### config.mk
export PLATFORM = sky130hd
export DESIGN_NAME = scr1_tcm_port_ctrl
export DESIGN_NICKNAME = d
export VERILOG_FILES = /design/src/rtl/scr1_tcm_port_ctrl.sv
export SDC_FILE = /design/constraint.sdc
export NUM_CORES = 1
export LEC_CHECK = 0
export ABC_CLOCK_PERIOD_IN_PS = 3900
export CORE_AREA = 2 2 72 74
export CTS_BUF_LIST = sky130_fd_sc_hd__clkbuf_8
export DETAILED_ROUTE_END_ITERATION = 6
export DIE_AREA = 0 0 74 76
export DONT_BUFFER_PORTS = 1
export PLACE_DENSITY = 0.54
export SLEW_MARGIN = 20
export SYNTH_ARGS = -nofsm -noshare
export SYNTH_HDL_FRONTEND = slang
export SYNTH_SLANG_ARGS = --single-unit
### constraint.sdc
create_clock -name clk -period 3.9 [get_ports clk]
set_clock_uncertainty 0.05 [all_clocks]
set_input_delay 0.39 -clock clk [delete_from_list [all_inputs] [get_ports clk]]
set_output_delay 0.39 -clock clk [all_outputs]
set_load 0.1 [all_outputs]
### src/rtl/scr1_tcm_port_ctrl.sv
// Port-B requester for the TCM: turns core data requests into memory strobes
// and returns lane-aligned responses. Define SCR1_TCM_PORT_RESP_REG_EN for a registered response stage.
module scr1_tcm_port_ctrl #(
  parameter int          SCR1_WIDTH  = 32,
  parameter int unsigned SCR1_SIZE   = 32'h00010000,
  parameter int          SCR1_AWIDTH = 32
) (
  input  logic                           clk,
  input  logic                           rst,
  input  logic                           req,
  output logic                           req_ack,
  input  logic                           cmd,
  input  logic [1:0]                     width,
  input  logic [SCR1_AWIDTH-1:0]         addr,
  input  logic [SCR1_WIDTH-1:0]          wdata,
  output logic [SCR1_WIDTH-1:0]          rdata,
  output logic [1:0]                     resp,
  output logic                           mem_ren,
  output logic                           mem_wen,
  output logic [3:0]                     mem_be,
  output logic [$clog2(SCR1_SIZE)-3:0]   mem_addr,
  output logic [SCR1_WIDTH-1:0]          mem_wdata,
  input  logic [SCR1_WIDTH-1:0]          mem_rdata
);

  localparam int SW = $clog2(SCR1_SIZE);

  logic                  accept;
  logic                  misaligned;
  logic                  err;
  logic [1:0]            off;

  logic                  s1_valid;
  logic                  s1_cmd;
  logic [1:0]            s1_off;
  logic                  s1_err;
  logic [1:0]            s1_resp;
  logic [SCR1_WIDTH-1:0] s1_rdata;

  logic [1:0]            out_resp;
  logic [SCR1_WIDTH-1:0] out_rdata;

  assign req_ack = ~rst;
  assign accept  = req & ~rst;
  assign off     = addr[1:0];

  always_comb begin
    misaligned = 1'b0;
    case (width)
      2'b01:   misaligned = addr[0];
      2'b10:   misaligned = |addr[1:0];
      default: misaligned = 1'b0;
    endcase
  end

  assign err = misaligned | (width == 2'b11) | (addr >= SCR1_AWIDTH'(SCR1_SIZE));

  assign mem_ren   = accept & ~cmd & ~err;
  assign mem_wen   = accept &  cmd & ~err;
  assign mem_addr  = addr[SW-1:2];
  assign mem_wdata = wdata << {off, 3'b000};

  always_comb begin
    case (width)
      2'b00:   mem_be = 4'b0001 << off;
      2'b01:   mem_be = 4'b0011 << off;
      default: mem_be = 4'b1111;
    endcase
  end

  always_ff @(posedge clk) begin
    if (rst) begin
      s1_valid <= 1'b0;
      s1_cmd   <= 1'b0;
      s1_off   <= '0;
      s1_err   <= 1'b0;
    end else begin
      s1_valid <= req;
      s1_cmd   <= req & cmd;
      s1_off   <= req ? off : 2'b00;
      s1_err   <= req & err;
    end
  end

  always_comb begin
    s1_resp  = 2'b00;
    s1_rdata = '0;
    if (s1_valid) begin
      if (s1_err) begin
        s1_resp = 2'b10;
      end else begin
        s1_resp = 2'b01;
        if (!s1_cmd) s1_rdata = mem_rdata >> {s1_off, 3'b000};
      end
    end
  end

`ifdef SCR1_TCM_PORT_RESP_REG_EN
  logic [1:0]            s2_resp;
  logic [SCR1_WIDTH-1:0] s2_rdata;

  always_ff @(posedge clk) begin
    if (rst) begin
      s2_resp  <= 2'b00;
      s2_rdata <= '0;
    end else begin
      s2_resp  <= s1_resp;
      s2_rdata <= s1_rdata;
    end
  end

  assign out_resp  = s2_resp;
  assign out_rdata = s2_rdata;
`else
  assign out_resp  = s1_resp;
  assign out_rdata = s1_rdata;
`endif

  // Gated by rst so a response already in flight is dropped in the reset cycle itself.
  assign resp  = rst ? 2'b00 : out_resp;
  assign rdata = rst ? '0    : out_rdata;

endmodule

Word level (Yosys, flattened, before mapping)
Cells that the tools add are included.
{"block": "classes", "n_shift": 4, "reduce_logical": 3, "muxes": 9, "eq_ne": 3, "bitwise": 13, "magnitude_cmp": 1}
{"cell": "$mux W32", "n": 4}
{"cell": "$ge A32 B17 Y1 const B", "n": 1}
{"cell": "$shl A32 B5 Y32", "n": 1}
{"cell": "$shr A32 B5 Y32", "n": 1}
{"cell": "$pmux W4 S2", "n": 1}
{"cell": "$and A1 B1 Y1", "n": 7}
{"cell": "$mux W2", "n": 3}
{"cell": "$eq A2 B2 Y1 const B", "n": 2}
{"cell": "$not A1 Y1", "n": 4}
{"cell": "$reduce_or A2 Y1", "n": 2}
{"cell": "$shl A1 B2 Y4 const A", "n": 1}
{"cell": "$shl A2 B2 Y4 const A", "n": 1}
{"cell": "$eq A2 B1 Y1 const B", "n": 1}
{"cell": "$logic_not A2 Y1", "n": 1}
{"cell": "$or A1 B1 Y1", "n": 2}
{"cell": "$pmux W1 S2", "n": 1}
{"block": "totals", "register_bits": 5, "output_inout_bits": 87, "wordCells": 37}

Logic depth before layout (Yosys ltp)
Gate-level depths: netlist of run 1.
{"block": "logic_depth", "depth_word": 6, "ltp_mapped": 5, "depth_no_buf": 5}

Least setup slack after synthesis of run 1
Ideal clock, no wire load.
{"block": "synth_timing", "kind": "input to output", "startpoint": "in width[1]", "endpoint": "out mem_ren", "path_stages": 5, "n_path_buf": 0, "slack_ns": -0.649, "arrival_ns": 4.109, "path_cell_list": "inv_1 > ha_1 > o211ai_1 > nand3_1 > nor4b_1"}
{"block": "synth_between", "elab_chain_cells": 6}
{"item": "start, declared", "line": "13", "text": "input logic [1:0] width,"}
{"item": "$eq A2 B2 Y1 / $eq A2 B1 Y1 (equally long branches)", "line": "49", "text": "case (width)"}
{"item": "$pmux W1 S2", "line": "49"}
{"item": "$or A1 B1 Y1 * (2 in series)", "line": "56", "text": "assign err = misaligned | (width == 2'b11) | (addr >= SCR1_AWIDTH'(SCR1_SIZE));"}
{"item": "$not A1 Y1 *", "line": "58", "text": "assign mem_ren = accept & ~cmd & ~err;"}
{"item": "$and A1 B1 Y1 *", "line": "58"}
{"item": "end, declared", "line": "18", "text": "output logic mem_ren,"}
Every way passes the cells marked *; elsewhere a longest branch is shown, timed or not.

Worst setup path after layout of run 1
{"block": "layout_timing", "startpoint": "reg s1_err", "endpoint": "out rdata[18]"}
{"block": "layout_between", "elab_chain_cells": 3}
{"item": "start, declared", "line": "36", "text": "logic s1_err;"}
{"item": "start signal, assigned", "line": "81", "text": "s1_err <= req & err;"}
{"item": "$mux W32", "line": "89", "text": "if (s1_err) begin"}
{"item": "$mux W32", "line": "88", "text": "if (s1_valid) begin"}
{"item": "$mux W32", "line": "121", "text": "assign rdata = rst ? '0 : out_rdata;"}
{"item": "end, declared", "line": "16", "text": "output logic [SCR1_WIDTH-1:0] rdata,"}
No other way between the ends.

==> results_dict.tcl, run 1 <==
set metrics [dict create \
    ys_ff_latch 5 \
    start_util_pct 31.8 \
    cp.required_ps 3460 \
    power_density_mw_per_mm2 267 \
    synth.most_common_cell "mux2i_1" \
    synthTopCellsByCount "32 x mux2i_1, 24 x a211oi_1, 20 x nor2b_1, 19 x and2_1" \
    seq_area_frac_synth_pct 6.40 \
    peakVddDrop_v 0.000147 \
    yosys_warnings 0 \
    syn_avg_cell_area_sq_um 6.83 \
    setup_viol 0 \
    io_buffer_count 0 \
    drtIter0Drc 48 \
    dp_hpwl_mm 3.87 \
    drt-wirelength-per-cell_um 15.4 \
    die_w_um 74 \
    min_period_ps 2680 \
    hold_path_class "primary input to flop" \
    area_delta_synth_final_pct 34.9 \
    path_clk_slew_ps 30 \
    end_kind "output port" \
    syn-cell-area_sq_mm 0.00156 \
    synthDominantCellAreaShare_pct 20.5 \
    antenna_found_initial 0 \
    yosysUniqueCellTypes 32 \
    grt_use_total_pct 15.5 \
    postCtsSetupBuffers 0 \
    syn_inst 229 \
    status "finished, final reports clean" \
    synthArstFlopShare_pct 0 \
    fmax_mhz 373 \
    grt_pass1_vias 1568 \
    ctsResizeCount 0 \
    critPathKind "flop to output port" \
    die-area_sq_mm 0.00562 \
    arrival_ps 2240 \
    overflow 0 \
    grt_max_degree 41 \
    die_y_um 76 \
    io_pins 189 \
    cts-root-buf "clkbuf_8" \
    grt_pass1_wl_mm 7.24 \
    rows 26 \
    slew_viol_final 0 \
    startpoint_type "flop" \
    postCtsHoldBufs 0 \
    core_sq_mm 0.00491 \
    maxSlewHeadroom_pct 20.6 \
    num_vias 1658 \
    max-cap-violations 0 \
    h-tree-depth 1 \
    drc 0 \
    fin_nets 346 \
    clock_sinks 5 \
    ys.flop_type "dfxtp_1" \
    synth_edf_count 0 \
    whs_ps 254 \
    layout-drive-gt1-share_pct 43.9 \
    firstDrtPassIters 4 \
    tritoncts "built" \
    place_congestion 0.766 \
    fin_total_pwr_w 0.000563 \
    syn_nets 335 \
    viasPerCell 5.37 \
    drt_wl_total_mm 4.77 \
    rsz0062_at_grt "false" \
    tightest_slew_ps 1190 \
    cts_buffers 3 \
    final_antenna_net_count 0 \
    clock_path_buffers 2 \
    crit_path_max_fanout 8 \
    fin_crit_sh_pct 68.7 \
    ys_top_cells_by_area "mux2i_1 20%, a211oi_1 12%, nor2b_1 8.0%, and2_1 7.6%, buf_4 6.7%" \
    n_antenna_cell 0 \
    yosys.area.top_type "mux2i_1" \
    p_leak_nw 0.789 \
    final-hold-violation-count 0 \
]
==> metrics by stage <==
| step | setup WS, ps | area [sq um] | setup TNS, ps | instances | util [%] |
|---|---|---|---|---|---|
| floorplan | -26.6 | 1570 | -53.3 | 229 | - |
| global placement | 1320 | 2040 | 0 | 305 | 41.6 |
| detailed placement | 1320 | 2060 | 0 | 305 | 41.9 |
| CTS | 1210 | 2100 | 0 | 309 | 42.8 |
| global route | 1140 | 2110 | 0 | 309 | 42.9 |
| finish | 1220 | 2110 | 0 | 309 | 42.9 |
==> where the power goes <==
group | total (W) | switching (W) | internal [W]
Sequential | 0.0000563 | 0.00000242 | 0.0000538
Clock | 0.0000914 | 0.0000241 | 0.0000673
Combinational | 0.000416 | 0.000344 | 0.0000717
==> final cells by class <==
cell class,instances,area [sq um]
timing repair buffer,39,328
inverter,3,11.3
multi-input combinational,188,1540
clock buffer,3,41.3
fill,503,2800
clock inverter,1,3.75
sequential,5,100
tap,70,87.6
==> registers in the layout, summed over array words and instances, names as in the netlist <==
name / cells
s1_err: 1
s1_cmd: 1
s1_off: 2
s1_valid: 1
==> critical path, cell delays in order (launching register included) <==
cell and delay [ps]:
dfxtp_1 320, or4b_1 730, or2_1 500, nor2_2 170, buf_4 290
==> cell usage in the layout (no fill, tap or decap) <==
master and instances:
a21oi_4 3, o21ai_0 1, a21oi_1 1, nor3b_2 2
or2_2 7, inv_1 4, nor4_1 3, o21a_1 1
nor2b_1 20, nand3_1 2, dfxtp_1 5, a211oi_1 16
o21ai_2 10, and3_1 1, nor2_1 3, buf_4 37
clkbuf_8 3, nor2_2 17, nor3_2 1, mux2i_1 32
o22a_1 1, nand4_1 1, or2_1 1, or4b_1 1
ha_1 4, nor3_1 1, a21oi_2 12, nor4b_4 1
clkbuf_16 2, a211oi_4 8, nand2_1 16, o22ai_2 2
and2_1 19, o211ai_1 1
==> logic make-up after synthesis <==
group                    after synthesis  synth area share [%]
multiplexers                          32                  20.5
buffers and inverters                 36                  13.0
AO/OA/AOI/OAI                         56                  22.5
adder cells (fa/ha/maj)                4                  3.20
AND/OR/NAND/NOR                       96                  34.5
flip-flops                             5                  6.40
==> path summary, 6_finish.rpt <==
path,from,to,slack [ps],depth (start not counted)
worst max-delay path,s1_err$_SDFF_PP0_,rdata[18],1220,4
worst min-delay path,addr[0],s1_off[0]$_SDFF_PP0_,250,1
==> metal layers <==
| layer | global-route usage, % | wire length (um) |
|---|---|---|
| met2 | 26.9 | 2310 |
| met3 | 5.95 | 584 |
| met5 | 0 | 0 |
| met4 | 2.91 | 25 |
| met1 | 17.8 | 1850 |
No activity file was read; power rests on OpenSTA's default activity.
==> inputs of run 2 (changes only) <==
--- a/config.mk
+++ b/config.mk
@@ -5,13 +5,14 @@
 export SDC_FILE = /design/constraint.sdc
 export NUM_CORES = 1
 export LEC_CHECK = 0
-export ABC_CLOCK_PERIOD_IN_PS = 3900
-export CORE_AREA = 2 2 72 74
+export ABC_AREA = 1
+export ABC_CLOCK_PERIOD_IN_PS = 2700
+export CORE_AREA = 2 2 73 75
 export CTS_BUF_LIST = sky130_fd_sc_hd__clkbuf_8
 export DETAILED_ROUTE_END_ITERATION = 6
-export DIE_AREA = 0 0 74 76
+export DIE_AREA = 0 0 75 77
 export DONT_BUFFER_PORTS = 1
-export PLACE_DENSITY = 0.54
+export PLACE_DENSITY = 0.56
 export SLEW_MARGIN = 20
 export SYNTH_ARGS = -nofsm -noshare
 export SYNTH_HDL_FRONTEND = slang
==> constraint.sdc (replaced) <==
create_clock -name clk -period 2.7 [get_ports clk]
set_clock_uncertainty 0.05 [all_clocks]
set_input_delay 0.27 -clock clk [delete_from_list [all_inputs] [get_ports clk]]
set_output_delay 0.27 -clock clk [all_outputs]
set_load 0.1 [all_outputs]
==> results_dict.tcl, run 2 <==
set metrics [dict create \
    status "finished, final reports clean" \
    seq_area_frac_synth_pct 5.97 \
    die-area_sq_mm 0.00578 \
    largest_reg_flops 2 \
    postCtsHoldBufs 0 \
    grt_pass1_wl_mm 9.96 \
    crit_path_max_fanout 17 \
    fmax_mhz 454 \
    rsz0062_at_grt "false" \
    path_clk_slew_ps 30 \
    rows 26 \
    h-tree-depth 1 \
    max-cap-violations 0 \
    clock_path_buffers 2 \
    final_cells 444 \
    end_kind "output port" \
    layout-drive-gt1-share_pct 42.8 \
    grt_use_total_pct 21.1 \
    final_cell_mix "98 x nand2_1, 46 x buf_4, 42 x nor2_2, 29 x nor2_1, 25 x buf_12" \
    die_w_um 75 \
    cts_buffers 3 \
    cts-root-buf "clkbuf_8" \
    drtIter0Drc 139 \
    postCtsSetupBuffers 0 \
    grt_pass1_vias 2222 \
    tightest_slew_ps 592 \
    critPathBufInv 2 \
    slew_viol_final 0 \
    whs_ps 115 \
    maxSlewHeadroom_pct 60.5 \
    grt_max_degree 37 \
    antenna_found_initial 0 \
    startpoint_type "flop" \
    drc 0 \
    syn_avg_cell_area_sq_um 5.12 \
    arrival_ps 1880 \
    yosysUniqueCellTypes 27 \
    min_period_ps 2200 \
    dp_hpwl_mm 5.19 \
    place_congestion 0.872 \
    n_antenna_cell 0 \
    synth_edf_count 0 \
    critPathKind "flop to output port" \
    start_util_pct 33.7 \
    regMostFlops "s1_off" \
    ctsResizeCount 0 \
    syn_nets 434 \
    final_antenna_net_count 0 \
    synthDominantCellAreaShare_pct 21.9 \
    drt_wl_total_mm 6.27 \
    drt-wirelength-per-cell_um 14.1 \
    critPathTopFamily "buffers and inverters" \
    cp_slowest_stage_delay_ps 480 \
    fin_nets 481 \
    ys_ff_latch 5 \
    ys_top_cells_by_area "nand2_1 22%, nor2_1 13%, buf_4 6.3%, dfxtp_1 6.0%, nand3_1 4.8%" \
    ys.flop_type "dfxtp_1" \
    setup-tns-final_ps 0 \
    fin_crit_sh_pct 81.6 \
    yosys_warnings 0 \
    core_sq_mm 0.00498 \
    syn-cell-area_sq_mm 0.00168 \
    setup_viol 0 \
    synth.most_common_cell "nand2_1" \
    fin_total_pwr_w 0.000926 \
    overflow 0 \
    num_vias 2293 \
    die_y_um 77 \
    yosys.area.top_type "nand2_1" \
    peakVddDrop_v 0.000290 \
    tritoncts "built" \
    synthArstFlopShare_pct 0 \
    clock_sinks 5 \
    dp.cells 440 \
    viasPerCell 5.16 \
    io_buffer_count 0 \
    p_leak_nw 1.22 \
    area_delta_synth_final_pct 64.1 \
    hold_path_class "primary input to flop" \
    firstDrtPassIters 4 \
    layout_commonest_cell "nand2_1" \
    power_density_mw_per_mm2 337 \
    syn_inst 328 \
    slowest_stage "dfxtp_1" \
    io_pins 189 \
    synthTopCellsByCount "98 x nand2_1, 60 x nor2_1, 19 x inv_1, 16 x nand3_1, 15 x o21ai_1" \
    cp.required_ps 2380 \
    final-hold-violation-count 0 \
    path_cells "inv_2 -> nand3_4 -> nor2_2 -> buf_12" \
]
[run 2: cell types whose count changed after synthesis, moves of 15 or more]
cell	change
and2_1	-19
nor2_1	+48
mux2i_1	-32
a211oi_1	-24
o21ai_1	+15
nand2_1	+82
inv_1	+16
nor2b_1	-20
[run 2: routing by layer]
| layer | global-route usage (%) | share of wire, % |
|---|---|---|
| met5 | 0 | 0 |
| met4 | 4.64 | 1.1 |
| met3 | 6.44 | 10 |
| met2 | 37.4 | 49 |
| met1 | 24.1 | 39 |
[run 2: cells by family (layout without fill, tap and decap cells)]
kind of cell | Yosys count | after routing | synth area share, %
buffers and inverters | 58 | 104 | 18.9
and+or+nand+nor | 202 | 202 | 52.1
AOI/OAI and AO/OA | 59 | 59 | 20.1
adders and majority gates | 4 | 4 | 2.98
DFF | 5 | 5 | 5.97
[run 2: worst paths after layout]
kind	cells after the start	from	end
min	1	rst	s1_valid$_SDFF_PP0_
max	4	s1_off[1]$_SDFF_PP0_	rdata[22]
[run 2: layout make-up]
cell class	count	area [sq um]
Sequential cell	5	100
Inverter	26	98.8
Timing Repair Buffer	74	921
Fill cell	477	2220
Clock inverter	1	3.75
Clock buffer	3	41.3
Tap cell	70	87.6
Multi-Input combinational cell	265	1500
[run 2: report_power, final]
| part | internal, W | switching (W) |
|---|---|---|
| clock | 0.0000973 | 0.0000348 |
| sequential | 0.0000778 | 0.00000548 |
| combinational | 0.000166 | 0.000545 |
| total | 0.000341 | 0.000585 |
[run 2: through the flow]
step	setup slack, ps	util [%]	area, sq um
final	497	55.3	2750
after global routing	355	55.3	2750
after CTS	481	55.3	2750
after detailed placement	717	54.4	2710
after global placement	766	54.4	2710
after floorplan	-467	-	1760
==> inputs of run 3 (changes only) <==
==> config.mk (replaced) <==
export PLATFORM = sky130hd
export DESIGN_NAME = scr1_tcm_port_ctrl
export DESIGN_NICKNAME = d
export VERILOG_FILES = /design/src/rtl/scr1_tcm_port_ctrl.sv
export SDC_FILE = /design/constraint.sdc
export NUM_CORES = 1
export LEC_CHECK = 0
export ABC_AREA = 0
export ABC_CLOCK_PERIOD_IN_PS = 2300
export CORE_AREA = 2 2 72 74
export CTS_BUF_LIST = sky130_fd_sc_hd__clkbuf_8
export DETAILED_ROUTE_END_ITERATION = 6
export DIE_AREA = 0 0 74 76
export DONT_BUFFER_PORTS = 1
export PLACE_DENSITY = 0.54
export SLEW_MARGIN = 20
export SYNTH_ARGS = -nofsm -noshare
export SYNTH_HDL_FRONTEND = slang
export SYNTH_SLANG_ARGS = --single-unit
==> constraint.sdc (replaced) <==
create_clock -name clk -period 2.3 [get_ports clk]
set_clock_uncertainty 0.05 [all_clocks]
set_input_delay 0.23 -clock clk [delete_from_list [all_inputs] [get_ports clk]]
set_output_delay 0.23 -clock clk [all_outputs]
set_load 0.1 [all_outputs]
==> results_dict.tcl, run 3 (same netlist as run 1, synthesis figures left out) <==
set metrics [dict create \
    die_y_um 76 \
    drt_wl_total_mm 5.57 \
    rsz0062_at_grt "false" \
    fin_crit_sh_pct 92.1 \
    area_delta_synth_final_pct 76.7 \
    critPathKind "flop to output port" \
    viasPerCell 5.37 \
    postCtsHoldBufs 0 \
    layout-drive-gt1-share_pct 50.7 \
    postPlaceCellArea_sq_mm 0.00272 \
    final_cell_mix "39 x buf_4, 32 x mux2i_1, 32 x buf_12, 20 x nor2b_1, 19 x and2_1" \
    path_clk_slew_ps 30 \
    maxSlewHeadroom_pct 26.4 \
    io_buffer_count 0 \
    crit_path_end "rdata[24]" \
    postCtsSetupBuffers 0 \
    fmax_mhz 472 \
    utilization_pct 56.3 \
    multi_input_comb_area_sq_mm 0.00156 \
    power_frac_comb_pct 76.5 \
    tritoncts "built" \
    start_util_pct 31.8 \
    peakVddDrop_v 0.000286 \
    p_leak_nw 1.05 \
    clkPwrFrac_pct 14.7 \
    swShare_pct 61.6 \
    grtUsageMet2_pct 35.2 \
    io_pins 189 \
    fillerInstances 450 \
    core_sq_mm 0.00491 \
    die-area_sq_mm 0.00562 \
    ctsResizeCount 0 \
    regMostFlops "s1_off" \
    use_met1_pct 22.4 \
    grt_pass1_vias 1851 \
    intPower_w 0.000405 \
    crit_start "s1_cmd$_SDFF_PP0_" \
    hold_path_class "primary input to flop" \
    slew_viol_final 0 \
    use_met3_pct 7.01 \
    place_congestion 0.818 \
    clock_sinks 5 \
    crit_path_max_fanout 8 \
    power_density_mw_per_mm2 382 \
    fin_nets 379 \
    drc 0 \
    tightest_slew_ps 1100 \
    layout_commonest_cell "buf_4" \
    final-hold-violation-count 0 \
    end_kind "output port" \
    drt-wirelength-per-cell_um 16.3 \
    clock_path_buffers 2 \
    final_antenna_net_count 0 \
    num_vias 1838 \
    max-cap-violations 0 \
    firstDrtPassIters 4 \
    dp_hpwl_mm 4.65 \
    overflow 0 \
    arrival_ps 1840 \
    setup-tns-final_ps 0 \
    status "finished, final reports clean" \
    h-tree-depth 1 \
    setup_viol 0 \
    largest_reg_flops 2 \
    die_w_um 74 \
    startpoint_type "flop" \
    cts-root-buf "clkbuf_8" \
    cp.required_ps 2020 \
    seqCellArea_sq_um 100 \
    rows 26 \
    grt_max_degree 41 \
    grt_pass1_wl_mm 9.11 \
    drtIter0Drc 54 \
    min_period_ps 2120 \
    n_antenna_cell 0 \
    cts_buffers 3 \
    netSwitchingPower_w 0.000650 \
    seq_power_share_pct 8.8 \
    antenna_found_initial 0 \
    fin_area_sq_mm 0.00276 \
    grt_use_total_pct 19.8 \
    globalRoute.busiestLayer "met2" \
]
-- run 3: cell count changes in the layout (fill, tap and decap cells not counted), moves of 9 or more --
cell	delta
nand2_1	-82
nor2_2	-33
mux2i_1	+32
nor2_1	-26
nor2b_1	+20
and2_1	+19
a211oi_1	+16
inv_1	-16
a21oi_2	+15
o21ai_1	-15
nand3_1	-14
o21ai_0	-9
-- run 3: final cells by class --
cell class                 instances  area share (%)
inverter                           3           0.407
clock inverter                     1           0.136
clock buffer                       3            1.49
tap                               70            3.17
sequential                         5            3.62
timing repair buffer              72            34.7
multi-input combinational        188            56.5
-- run 3: critical path, cell delays in order, from the launching register on --
cell	delay [ps]
dfxtp_1	290
or4b_1	560
nor3_2	350
and2_1	240
buf_12	180
-- run 3: per-stage QoR --
step	setup slack, ps	hold slack (ps)	instances	power [W]
2_1_floorplan	-663	292	229	0.000874
3_3_place_gp	431	307	338	0.000896
3_5_place_dp	405	310	338	0.000904
4_1_cts	168	78.0	342	0.00107
5_1_grt	62.7	91.4	342	0.00110
6_report	181	84.7	342	0.00105
-- run 3: worst min-delay path by stage --
stage / to / startpoint / cells after the start / slack, ps
after global placement: s1_off[1]$_SDFF_PP0_ / addr[1] / 1 / 310
after detailed placement: s1_off[0]$_SDFF_PP0_ / addr[0] / 1 / 310
after floorplan: s1_valid$_SDFF_PP0_ / rst / 1 / 290
final: s1_off[0]$_SDFF_PP0_ / addr[0] / 1 / 80
after CTS: s1_off[0]$_SDFF_PP0_ / addr[0] / 1 / 80
after global routing: s1_off[0]$_SDFF_PP0_ / addr[0] / 1 / 90
-- run 3: per-layer routing --
metal / part of all wire, % / vias to the layer above
met3: 10 / 4
li1: - / 869
met4: 0.25 / 0
met2: 53 / 105
met5: 0 / -
met1: 36 / 860
-- run 3: power by group through the flow --
stage,clock [W],sequential (W),combinational (W)
floorplan,0,0.0000935,0.000780
global route,0.000171,0.0000940,0.000836
detailed placement,0,0.0000946,0.000809
global placement,0,0.0000943,0.000802
finish,0.000155,0.0000933,0.000807
CTS,0.000163,0.0000933,0.000810
